===== config.mk =====
export PLATFORM = sky130hd
export DESIGN_NAME = spi_slave_core
export DESIGN_NICKNAME = d
export VERILOG_FILES = /design/src/rtl/spi_slave_core.sv
export SDC_FILE = /design/constraint.sdc
export NUM_CORES = 1
export LEC_CHECK = 0
export ABC_AREA = 1
export CORE_ASPECT_RATIO = 1.25
export CORE_UTILIZATION = 53
export DETAILED_ROUTE_END_ITERATION = 6
export PLACE_DENSITY = 0.75
export RECOVER_POWER = 25
export SLEW_MARGIN = 20
export SYNTH_ARGS = -nofsm -noshare
export SYNTH_HDL_FRONTEND = slang
export SYNTH_SLANG_ARGS = --single-unit

===== constraint.sdc =====
create_clock -name clk -period 1.4 [get_ports clk]
set_input_delay 0.28 -clock clk [delete_from_list [all_inputs] [get_ports clk]]
set_output_delay 0.28 -clock clk [all_outputs]
set_load 0.1 [all_outputs]

===== src/rtl/spi_slave_core.sv =====
// -----------------------------------------------------------------------------
// spi_slave_core
//
// SPI mode-0 slave (CPOL=0, CPHA=0, MSB first). The SPI pins are sampled with
// the system clock through synchronizer chains. The slave shifts a parallel
// transmit word out on miso and shifts a receive word in from mosi. Each
// completed receive word appears on d together with a one-clk finished pulse.
//
// Parameters
//   DATA_W       transfer word width in bits (2 or more)
//   SYNC_STAGES  synchronizer flops per SPI input (2 or more)
//
// Ports
//   clk       in   system clock, rising-edge active
//   reset     in   asynchronous active-low reset
//   sck       in   SPI clock from the master (asynchronous, idles low)
//   ss        in   slave select, active-low (asynchronous)
//   mosi      in   master-out serial data (asynchronous)
//   q         in   [DATA_W] word to transmit; sampled at the start of each word
//   miso      out  slave-out serial data, registered
//   d         out  [DATA_W] last fully received word
//   finished  out  one-clk pulse when a word completes
// -----------------------------------------------------------------------------
module spi_slave_core #(
    parameter int DATA_W      = 8,
    parameter int SYNC_STAGES = 2
) (
    input  logic              clk,
    input  logic              reset,
    input  logic              sck,
    input  logic              ss,
    input  logic              mosi,
    input  logic [DATA_W-1:0] q,
    output logic              miso,
    output logic [DATA_W-1:0] d,
    output logic              finished
);

    localparam int CNT_W = $clog2(DATA_W + 1);

    typedef enum logic [1:0] {
        IDLE  = 2'd0,
        LOAD  = 2'd1,
        SHIFT = 2'd2,
        DONE  = 2'd3
    } state_t;

    state_t                 state_q, state_d;
    logic [SYNC_STAGES-1:0] sck_sync_q;
    logic [SYNC_STAGES-1:0] ss_sync_q;
    logic [SYNC_STAGES-1:0] mosi_sync_q;
    logic                   sck_prev_q;
    logic [DATA_W-1:0]      tx_q, tx_d;
    logic [DATA_W-1:0]      rx_q, rx_d;
    logic [CNT_W-1:0]       cnt_q, cnt_d;
    logic [DATA_W-1:0]      d_q, d_d;
    logic                   miso_q, miso_d;
    logic                   finished_q, finished_d;

    logic                   sck_s, ss_s, mosi_s;
    logic                   sck_rise, sck_fall;
    logic [DATA_W-1:0]      rx_shifted;

    // Synchronizers and the previous-sck flop used for edge detection.
    // ss resets high so an idle bus is not mistaken for a selection.
    always_ff @(posedge clk or negedge reset) begin
        if (!reset) begin
            sck_sync_q  <= '0;
            ss_sync_q   <= '1;
            mosi_sync_q <= '0;
            sck_prev_q  <= 1'b0;
        end else begin
            sck_sync_q  <= {sck_sync_q[SYNC_STAGES-2:0], sck};
            ss_sync_q   <= {ss_sync_q[SYNC_STAGES-2:0], ss};
            mosi_sync_q <= {mosi_sync_q[SYNC_STAGES-2:0], mosi};
            sck_prev_q  <= sck_sync_q[SYNC_STAGES-1];
        end
    end

    assign sck_s      = sck_sync_q[SYNC_STAGES-1];
    assign ss_s       = ss_sync_q[SYNC_STAGES-1];
    assign mosi_s     = mosi_sync_q[SYNC_STAGES-1];
    assign sck_rise   = sck_s & ~sck_prev_q;
    assign sck_fall   = ~sck_s & sck_prev_q;
    assign rx_shifted = {rx_q[DATA_W-2:0], mosi_s};

    always_ff @(posedge clk or negedge reset) begin
        if (!reset) begin
            state_q    <= IDLE;
            tx_q       <= '0;
            rx_q       <= '0;
            cnt_q      <= '0;
            d_q        <= '0;
            miso_q     <= 1'b0;
            finished_q <= 1'b0;
        end else begin
            state_q    <= state_d;
            tx_q       <= tx_d;
            rx_q       <= rx_d;
            cnt_q      <= cnt_d;
            d_q        <= d_d;
            miso_q     <= miso_d;
            finished_q <= finished_d;
        end
    end

    always_comb begin
        state_d    = state_q;
        tx_d       = tx_q;
        rx_d       = rx_q;
        cnt_d      = cnt_q;
        d_d        = d_q;
        miso_d     = miso_q;
        finished_d = 1'b0;

        case (state_q)
            IDLE: begin
                cnt_d  = '0;
                rx_d   = '0;
                miso_d = 1'b0;
                if (!ss_s) begin
                    state_d = LOAD;
                end
            end

            LOAD: begin
                if (ss_s) begin
                    state_d = IDLE;
                    miso_d  = 1'b0;
                end else begin
                    tx_d    = q;
                    miso_d  = q[DATA_W-1];
                    cnt_d   = '0;
                    state_d = SHIFT;
                end
            end

            SHIFT: begin
                if (ss_s) begin
                    // Deselect mid-word: drop the partial word, d untouched.
                    state_d = IDLE;
                    cnt_d   = '0;
                    rx_d    = '0;
                    miso_d  = 1'b0;
                end else if (sck_rise) begin
                    rx_d = rx_shifted;
                    if (cnt_q == CNT_W'(DATA_W - 1)) begin
                        d_d        = rx_shifted;
                        finished_d = 1'b1;
                        cnt_d      = '0;
                        state_d    = DONE;
                    end else begin
                        cnt_d = cnt_q + 1'b1;
                    end
                end else if (sck_fall && cnt_q != '0) begin
                    // A fall with the counter at zero is the trailing edge of
                    // the previous word (or precedes the first rise); the
                    // freshly loaded MSB must stay on miso until the next rise.
                    tx_d   = {tx_q[DATA_W-2:0], 1'b0};
                    miso_d = tx_q[DATA_W-2];
                end
            end

            DONE: begin
                cnt_d = '0;
                if (ss_s) begin
                    state_d = IDLE;
                    miso_d  = 1'b0;
                end else begin
                    tx_d    = q;
                    miso_d  = q[DATA_W-1];
                    state_d = SHIFT;
                end
            end

            default: begin
                state_d = IDLE;
            end
        endcase
    end

    assign miso     = miso_q;
    assign d        = d_q;
    assign finished = finished_q;

endmodule


After elaboration in Yosys (flattened, before gate mapping)

Index checks and enable logic that the tools add are counted.

Bitwise logic cells: 5
Muxes and demuxes: 28
Add/sub/neg operators: 1
Reduce and logical (&&, ||, !) cells: 13
Equality and inequality tests: 14

Operators with widths:

| cell                                           | count |
|---|---|
| two-way mux 7 bit                              | 6 |
| case mux 7 bit (2 select lines)                | 2 |
| two-way mux 4 bit                              | 4 |
| != test 2 bit (second input constant)          | 6 |
| != test 3 bit (second input constant)          | 4 |
| case mux 4 bit (3 select lines)                | 1 |
| two-way mux 2 bit                              | 5 |
| two-way mux 1 bit                              | 8 |
| case mux 2 bit (3 select lines)                | 1 |
| AND reduction 2 bit                            | 3 |
| AND reduction 5 bit                            | 1 |
| adder 4 x 1 -> 4 bit (second input constant)   | 1 |
| == test 2 bit (second input constant)          | 2 |
| == test 4 x 3 -> 1 bit (second input constant) | 1 |
| AND reduction 4 bit                            | 1 |
| nonzero test 2 bit                             | 2 |
| nonzero test 4 bit                             | 1 |
| OR reduction 2 bit                             | 2 |
| NOT 1 bit                                      | 3 |
| case mux 1 bit (3 select lines)                | 1 |
| AND reduction 3 bit                            | 1 |
| AND 1 bit                                      | 2 |
| == test 2 x 1 -> 1 bit (second input constant) | 1 |
| logical NOT 2 bit                              | 1 |
| logical AND 1 bit                              | 1 |

Logic and storage cells: 72
Input bits: 13
Register bits after elaboration: 37
Output and inout port bits: 10

Logic depth before layout (Yosys ltp)

Gate-level depths: netlist (run 1).

Word-level depth: 7
Mapped depth: 8
Mapped depth without buffers: 8

Worst setup path after synthesis (run 1)

No wires, ideal clock.

Path type: register to register
Start point: register cnt_q[0]
End point: register d_q[5] (netlist: d[5])
Library setup time: 122 ps
Period minus slack after synthesis: 1306 ps
Arrival time: 1183 ps
Stages on the path, launching flop included: 8
Required time: 1278 ps
Setup slack: 94 ps
Path buffers: 1
Cell sequence: dfrtp_1 ha_1 nand2_1 nor2_1 nand3_2 buf_4 nand2_1 o21ai_2

Word-level cells in the longest chain between the ends: 2

RTL lines:

| element                       | RTL line | RTL |
|---|---|---|
| from (decl)                   | 55       | `logic [CNT_W-1:0] cnt_q, cnt_d;` |
| from (signal assigned)        | 100      | `cnt_q <= cnt_d;` |
| == test 4 x 3 -> 1 bit        | 147      | `if (cnt_q == CNT_W'(DATA_W - 1)) begin` |
| AND reduction 4 bit (no line) | --       |  |
| to (signal assigned)          | 93       | `d_q <= '0;` |
| to (signal assigned)          | 101      | `d_q <= d_d;` |
| to (decl)                     | 56       | `logic [DATA_W-1:0] d_q, d_d;` |

No other way between the ends.
A chain may end at the register's enable or synchronous reset.

Worst setup path after layout (run 1)

Start point: register cnt_q[0]
End point: register cnt_q[3]

Word-level cells in the longest chain between the ends: 5

RTL lines:

| element                                                        | RTL line | RTL |
|---|---|---|
| adder 4 x 1 -> 4 bit or == test 4 x 3 -> 1 bit (tied branches) | 153, 147 |  |
| two-way mux 4 bit (*)                                          | 147      |  |
| two-way mux 4 bit (*)                                          | 145      | `end else if (sck_rise) begin` |
| two-way mux 4 bit (*)                                          | 139      | `if (ss_s) begin` |
| case mux 4 bit (3 select lines) (*)                            | 116      | `case (state_q)` |

Every way passes the cells marked *; elsewhere a longest branch is shown, timed or not. The select of a mux whose other input is x is not followed.

==> results.yml, run 1 <==
run_status:
  outcome: "completed"
layout:
  regArea_um2: 930
  nNetsFinal: 225
  num_antenna_cells: 0
  area_growth_pct: 36.5
  post-route-cell-area_um2: 2200
  multiInputGateArea_um2: 653
  drive_gt1_share_pct: 24.6
  fill_cells: 200
routing:
  drt_iter0_drc: 32
  avgRoutedWirePerCell_um: 13.8
  num_vias: 1318
  ant_nets: 0
  drt_wl_total_um: 3420
  drc: 0
  firstDrtPassIters: 4
  viasPerCell: 5.34
placed_design:
  post-place-ws_ns: 0.0139
  port_buffers: 22
  place_area_um2: 2010
  hpwl_um: 2260
  routabilityCongestion: 0.860
logic_synthesis:
  ys_warn_count: 0
  synth_top_cell_by_area: "dfrtp_1"
  syn_nets: 191
  yosysUniqueCellTypes: 18
  netlist_area_um2: 1610
  ys_seq_area_share_pct: 57.6
  async_reset_ff_share_pct: 100
  syn_inst: 176
  synth_most_common_cell: "nand2_1"
  synth-edff-count: 0
  synth_seq_cells: 37
  syn_avg_cell_area_um2: 9.16
  synthFlopType: "dfrtp_1"
  synth_common_cells: "nand2_1 (62), dfrtp_1 (35), nand3_1 (21)"
  synth_top_area_share_pct: 54.3
  synth.area.top_cells: "dfrtp_1 (54%), nand2_1 (14%), nand3_1 (6.5%)"
die:
  die_w_um: 51.3
  initial_core_util_pct: 55.3
  core_area_um2: 2920
  row_count: 22
  die_y_um: 63.7
  die_area_um2: 3270
  num_io_pins: 23
critical_path:
  rrSetupSlack_ns: 0.03
  required_ns: 1.65
  start_kind: "register"
  cp_common_cell: "nand2_1"
  cp_slowest_cell: "dfrtp_1"
  max_stage_delay_ns: 0.45
  end_kind: "register"
  crit_chain: "ha_4, nand2_4, nor2_4, buf_4, inv_1, nand2_1, nand3_1, nand2_1, nor2_2"
  crit_arrival_ns: 1.62
  path_max_fanout: 4
  crit_type: "reg2reg"
  r2r_cells: 9
global_route:
  grt_pass1_vias: 1300
  grtUsageTotal_pct: 22.5
  overflow: 0
  grt_pass1_wl_um: 5350
  grt_max_degree: 38
  antenna_found_initial: 0
clock_tree:
  numClockSinks: 37
  cts_buffer_depth: 2
  clk_pin_slew_ns: 0.11
  clkLatencyLatePin_ns: 0.34
  numCtsBuffers: 5
  cts_hold_buf: 0
  cts_tree: "yes"
  htree_levels: 2
  cts_root_buffer: "clkbuf_4"
timing:
  worst_slew_pin_slew_ns: 0.889
  fin_skew_ns: 0.0112
  slew_viol_final: 0
  slew_headroom_pct: 40.8
  tns_ns: 0
  rsz0062_at_grt: "true"
  holdWs_ns: 0.359
  worst_slack_ns: 0.0299
  fin_crit_ns: 1.37
  period_share_pct: 97.9
  timing.fmax_ghz: 0.730
  hold_viol_final: 0
  finalSetupViolCount: 0
power_and_ir_drop:
  leakage_nw: 1.06
  fin_total_pwr_mw: 2.35
  ir_drop_v: 0.000961
  power_density_nw_per_um2: 1070
min_path:
  min_path_cells: 0
  min_path_type: "reg2reg"
flow_run:
  maxCapViolCount: 0
==> logic make-up after synthesis <==
logic type                 synth area share (%)
and+or+nand+nor                            26.0
DFF                                        57.6
buffers and inverters                      6.05
AOI/OAI and AO/OA                          8.84
adders and majority gates                  1.55
==> layer usage <==
| metal | up-vias | part of all wire, % | track usage (%) |
|---|---|---|---|
| met5 | - | 0 | 0 |
| met4 | 0 | 3.3 | 8.78 |
| met3 | 15 | 3.9 | 6.04 |
| met2 | 40 | 55 | 41.3 |
| met1 | 636 | 38 | 23.6 |
| li1 | 627 | - | - |
==> power by group <==
part / switching, mW / internal [mW]
registers: 0.0569 / 1.16
clock network: 0.340 / 0.426
logic: 0.219 / 0.144
==> path summary, 6_finish.rpt <==
path / to / start
min in group asynchronous: rx_q[4]$_DFFE_PN0P_ / reset
worst min-delay path: sck_sync_q[1]$_DFF_PN0_ / sck_sync_q[0]$_DFF_PN0_
worst max-delay path: cnt_q[3]$_DFFE_PN0P_ / cnt_q[0]$_DFFE_PN0P_
max in group asynchronous: state_q[0]$_DFFE_PN0P_ / reset
worst max register to register: cnt_q[3]$_DFFE_PN0P_ / cnt_q[0]$_DFFE_PN0P_
worst min register to register: sck_sync_q[1]$_DFF_PN0_ / sck_sync_q[0]$_DFF_PN0_
==> registers in the layout, indices dropped and copies added, names as in the netlist, 2 cells and up <==
| name | cells |
|---|---|
| d | 8 |
| cnt_q | 4 |
| rx_q | 7 |
| state_q | 2 |
| ss_sync_q | 2 |
| tx_q | 7 |
| sck_sync_q | 2 |
| mosi_sync_q | 2 |
==> worst max-delay path: cells and delay by family (launching register included) <==
kind	cells	cell delay, ns
buffers and inverters	2	0.16
DFF	1	0.45
and+or+nand+nor	6	0.49
adders and majority gates	1	0.17
==> timing repair <==
item / in CTS / in global routing
resized for setup: 1 / 13
pin swaps: 0 / 5
buffers inserted: 0 / 2
setup endpoints to repair: 1 / 27
cloned: 0 / 2
==> cell usage in the layout, fill, tap and decap left out, types with 3 or more instances in the layout <==
cell type / instances
nand2_1: 60
dfrtp_1: 34
nand3_1: 20
inv_1: 17
buf_12: 12
o21ai_0: 8
o21ai_2: 8
clkdlybuf4s50_1: 8
clkbuf_4: 5
nor2_1: 4
dlygate4sd3_1: 4
buf_4: 4
nand2_4: 3
==> cell type report <==
type                       instances  area share [%]
clock buffer                       7            2.50
clock inverter                     1            1.36
inverter                          18            3.07
multi-input combinational        118            29.7
sequential                        37            42.2
tap                               36            2.05
timing repair buffer              30            19.1
==> per-stage QoR <==
stage / util, % / std cells
floorplan: - / 176
global placement: 68.9 / 235
detailed placement: 68.9 / 235
CTS: 71.9 / 243
global route: 75.4 / 247
finish: 75.4 / 247
Power figures use the tool's default switching activity.
==> run 2: changes to the inputs <==
CORE_MARGIN = 5   (was not set)
==> results.yml, run 2 (synthesis results as in run 1) <==
run_status:
  outcome: "completed"
timing:
  finalSetupViolCount: 0
  hold_viol_final: 0
  fin_crit_ns: 1.36
  timing.fmax_ghz: 0.734
  worst_slack_ns: 0.0377
  tns_ns: 0
  fin_skew_ns: 0.00352
  worst_slew_pin_slew_ns: 0.870
  period_share_pct: 97.3
  slew_headroom_pct: 42.0
  slew_viol_final: 0
die:
  die_w_um: 59.3
  die_y_um: 71.7
  core_area_um2: 2950
  initial_core_util_pct: 54.8
  num_io_pins: 23
  die_area_um2: 4250
  row_count: 22
global_route:
  grtUsageTotal_pct: 17.2
  overflow: 0
  antenna_found_initial: 0
  grt_pass1_vias: 1312
  grt_pass1_wl_um: 5660
  grt_max_degree: 38
routing:
  viasPerCell: 5.19
  route.met2.wl_um: 1780
  num_vias: 1317
  drc: 0
  drt_iter0_drc: 58
  drt_wl_total_um: 3350
  ant_nets: 0
  firstDrtPassIters: 4
  routed.top_layer: "met4"
  wl_met3_um: 145
  avgRoutedWirePerCell_um: 13.2
  route.layer.met1.wl_um: 1350
layout:
  area_growth_pct: 35.4
  drive_gt1_share_pct: 26.6
  layout_common_cells: "nand2_1 (58), dfrtp_1 (35), nand3_1 (20)"
  fin_cells: 254
  largest_reg_flops: 8
  layout_commonest_cell: "nand2_1"
  nNetsFinal: 232
  num_antenna_cells: 0
  final_core_util_pct: 74.1
placed_design:
  routabilityCongestion: 0.879
  post-place-ws_ns: -0.164
  post-place-cells: 235
  port_buffers: 22
  hpwl_um: 2210
min_path:
  min_path_type: "reg2reg"
clock_tree:
  clk_pin_slew_ns: 0.11
  numClockSinks: 37
  clkLatencyLatePin_ns: 0.34
  cts_tree: "yes"
  htree_levels: 2
  cts_buffer_depth: 2
  numCtsBuffers: 5
  cts_root_buffer: "clkbuf_4"
critical_path:
  crit_type: "reg2reg"
  crit_arrival_ns: 1.65
  start_kind: "register"
  path_max_fanout: 16
  required_ns: 1.68
  end_kind: "register"
power_and_ir_drop:
  power_frac_clock_pct: 25.1
  p_sw_mw: 0.646
  power_frac_comb_pct: 18.5
  p_int_mw: 1.51
  fin_total_pwr_mw: 2.16
  switching_share_pct: 29.9
  ir_drop_v: 0.000937
  power_density_nw_per_um2: 989
  seqPwrFrac_pct: 56.5
  leakage_nw: 1.06
flow_run:
  maxCapViolCount: 0
==> run 2: what timing repair did <==
action                     4_1_cts  5_1_grt
pin swaps                        2        5
gates cloned                     0        1
setup buffers                    3        7
hold buffers                     0        0
resized for setup                5       11
setup endpoints to repair       22       26
==> run 2: cell type report <==
cell class	count	area, um2
Sequential cell	37	928
Clock buffer	5	37.5
Inverter	18	67.6
Fill cell	194	762
Multi-Input combinational cell	118	637
Timing Repair Buffer	37	450
Clock inverter	3	17.5
Tap cell	36	45.0
==> run 2: final timing paths <==
path | from | to | slack [ns] | depth (start not counted)
setup / recovery | cnt_q[0]$_DFFE_PN0P_ | d[0]$_DFFE_PN0P_ | 0.04 | 8
hold / removal | ss_sync_q[0]$_DFF_PN1_ | ss_sync_q[1]$_DFF_PN1_ | 0.37 | 0
setup reg to reg | cnt_q[0]$_DFFE_PN0P_ | d[0]$_DFFE_PN0P_ | 0.04 | 8
hold reg to reg | ss_sync_q[0]$_DFF_PN1_ | ss_sync_q[1]$_DFF_PN1_ | 0.37 | 0
max in group asynchronous | reset | sck_sync_q[0]$_DFF_PN0_ | 0.28 | 2
min in group asynchronous | reset | rx_q[3]$_DFFE_PN0P_ | 0.58 | 2
==> run 2: worst max-delay path: stages, from the launching register on <==
cell and delay [ns]:
dfrtp_1 0.42, ha_1 0.18, nand2_1 0.11, nor2_4 0.13, nand3_2 0.11, buf_12 0.17, inv_1 0.08, nand2_1 0.05
nand2_1 0.05
==> run 2: power by group through the flow <==
stage	clock, mW	combinational (mW)	sequential [mW]
floorplan	0	0.207	1.23
global placement	0	0.321	1.23
detailed placement	0	0.340	1.23
CTS	0.559	0.366	1.21
global route	0.610	0.450	1.23
finish	0.541	0.398	1.22
==> run 2: stage by stage <==
| step | instance area (um2) | hold WS, ns |
|---|---|---|
| 4_1_cts | 2110 | 0.301 |
| 6_report | 2180 | 0.367 |
| 3_3_place_gp | 2010 | 0.334 |
| 2_1_floorplan | 1610 | -0.0156 |
| 5_1_grt | 2180 | 0.372 |
| 3_5_place_dp | 2010 | 0.349 |
==> run 2: per-layer routing <==
layer,GRT usage [%],vias to the layer above
met4,9.07,0
met3,4.50,9
met2,28.2,32
li1,-,644
met1,20.2,632
met5,0,-
==> run 3: changes to the inputs <==
ABC_AREA = not set   (was 1)
==> results.yml, run 3 <==
run_status:
  outcome: "complete, but fails checks"
  failed_checks: "negative setup slack"
critical_path:
  required_ns: 1.62
  path_max_fanout: 6
  r2r_start: "cnt_q[1]$_DFFE_PN0P_"
  start_kind: "register"
  r2r_cells: 6
  crit_type: "reg2reg"
  setup.worst_path.start: "cnt_q[1]$_DFFE_PN0P_"
  rrSetupSlack_ns: -0.35
  rr_endpoint: "tx_q[3]$_DFFE_PN0P_"
  crit_arrival_ns: 1.97
  end_kind: "register"
clock_tree:
  cts_tree: "yes"
  numClockSinks: 37
  clk_pin_slew_ns: 0.11
  clkLatencyLatePin_ns: 0.33
  cts_hold_buf: 0
  cts_root_buffer: "clkbuf_4"
  htree_levels: 2
  numCtsBuffers: 5
  cts_buffer_depth: 2
logic_synthesis:
  syn_nets: 139
  netlist_area_um2: 1610
  ys_seq_area_share_pct: 57.7
  syn_avg_cell_area_um2: 13.0
  syn_inst: 124
  synth_seq_cells: 37
  synth_most_common_cell: "dfrtp_1"
  synthFlopType: "dfrtp_1"
  async_reset_ff_share_pct: 100
  synth_top_area_share_pct: 54.4
  ys_warn_count: 0
  synth_common_cells: "dfrtp_1 (35), mux2_2 (19), inv_1 (11)"
  synth-edff-count: 0
  synth.area.top_cells: "dfrtp_1 (54%), mux2_2 (13%), mux2i_1 (4.4%)"
  yosysUniqueCellTypes: 34
  synth_top_cell_by_area: "dfrtp_1"
layout:
  fill_cells: 151
  layout_common_cells: "dfrtp_1 (35), buf_4 (21), mux2_4 (14), buf_12 (14), nand2_1 (10)"
  num_antenna_cells: 0
  drive_gt1_share_pct: 45.6
  nNetsFinal: 194
  layout_commonest_cell: "dfrtp_1"
  final_core_util_pct: 81.2
  area_growth_pct: 48.5
  multiInputGateArea_um2: 732
  fin_cells: 216
  largest_reg_flops: 8
  regArea_um2: 928
power_and_ir_drop:
  power_density_nw_per_um2: 967
  fin_total_pwr_mw: 2.31
  leakage_nw: 1.10
  ir_drop_v: 0.000960
min_path:
  min_to: "ss_sync_q[1]$_DFF_PN1_"
  min_path_type: "reg2reg"
  hp-start: "ss_sync_q[0]$_DFF_PN1_"
  min_path_cells: 0
timing:
  slew_viol_final: 0
  worst_slack_ns: -0.355
  slew_headroom_pct: 40.2
  rsz0062_at_grt: "true"
  finalSetupViolCount: 23
  fin_skew_ns: 0.00603
  period_share_pct: 125
  fin_crit_ns: 1.75
  hold_viol_final: 0
  worst_slew_pin_slew_ns: 0.897
  timing.fmax_ghz: 0.570
flow_run:
  maxCapViolCount: 0
routing:
  viasPerCell: 5.23
  num_vias: 1130
  drc: 0
  drt_iter0_drc: 38
  avgRoutedWirePerCell_um: 15.6
  drt_wl_total_um: 3360
  firstDrtPassIters: 4
  ant_nets: 0
die:
  die_area_um2: 4250
  core_area_um2: 2950
  num_io_pins: 23
  die_w_um: 59.3
  row_count: 22
  die_y_um: 71.6
  initial_core_util_pct: 54.7
global_route:
  antenna_found_initial: 0
  grtUsageTotal_pct: 17.8
  grt_pass1_vias: 1226
  grt_pass1_wl_um: 5750
  grt_max_degree: 38
  overflow: 0
placed_design:
  hpwl_um: 2420
  routabilityCongestion: 0.791
  port_buffers: 22
  post-place-ws_ns: -0.391
  post-place-cells: 202
-- run 3: cell families (layout without fill, tap and decap cells) --
family | Yosys count | count (layout) | share of synthesized area, %
XOR/XNOR | 1 | 1 | 0.544
multiplexers | 26 | 26 | 17.6
buffers and inverters | 13 | 69 | 3.50
AND/OR/NAND/NOR | 33 | 33 | 13.2
flip-flops | 37 | 37 | 57.7
adder cells (fa/ha/maj) | 2 | 2 | 1.55
AO/OA/AOI/OAI | 12 | 12 | 5.91
-- run 3: worst max-delay path by stage --
stage,end,cells past startpoint
after CTS,tx_q[3]$_DFFE_PN0P_,6
final,tx_q[3]$_DFFE_PN0P_,6
after floorplan,tx_q[1]$_DFFE_PN0P_,5
after detailed placement,tx_q[4]$_DFFE_PN0P_,5
after global placement,tx_q[6]$_DFFE_PN0P_,5
after global routing,tx_q[3]$_DFFE_PN0P_,6
-- run 3: power breakdown --
part           internal, mW  switching [mW]
Clock                 0.248           0.326
Combinational         0.310           0.177
Sequential             1.18          0.0715
Total                  1.74           0.574
-- run 3: timing repair --
item	in CTS	in global routing
gates resized for setup	9	9
pin swaps	3	2
setup endpoints to repair	23	27
cloned	0	0
setup buffers	3	3
hold endpoints to repair	0	0
-- run 3: metal layers --
metal  GRT usage (%)  vias to the layer above  part of all wire, %
li1                -                      533                    -
met1            22.3                      563                   42
met2            29.0                       28                   52
met3            3.42                        6                  3.8
met4            8.31                        0                  1.9
met5               0                        -                    0
-- run 3: through the flow --
stage / cell area (um2) / setup TNS (ns) / hold WS [ns]
after CTS: 2350 / -5.00 / 0.312
after floorplan: 1660 / -3.56 / -0.0156
after global routing: 2390 / -6.58 / 0.367
final: 2390 / -5.24 / 0.361
after detailed placement: 2220 / -4.96 / 0.342
after global placement: 2220 / -3.57 / 0.335
-- run 3: layout make-up --
type / count / share of cell area (%)
clock buffers: 8 / 2.46
repair buffers: 50 / 24.5
flip-flops and latches: 37 / 38.8
inverters: 11 / 1.73
well taps: 36 / 1.88
multi-input cells: 74 / 30.6
-- run 3: critical path, cell delays in order, from the launching register on --
cell     delay, ns
dfrtp_1       0.43
inv_2         0.08
ha_1          0.12
or3b_4        0.40
a31oi_4       0.17
buf_12        0.15
mux2_4        0.30
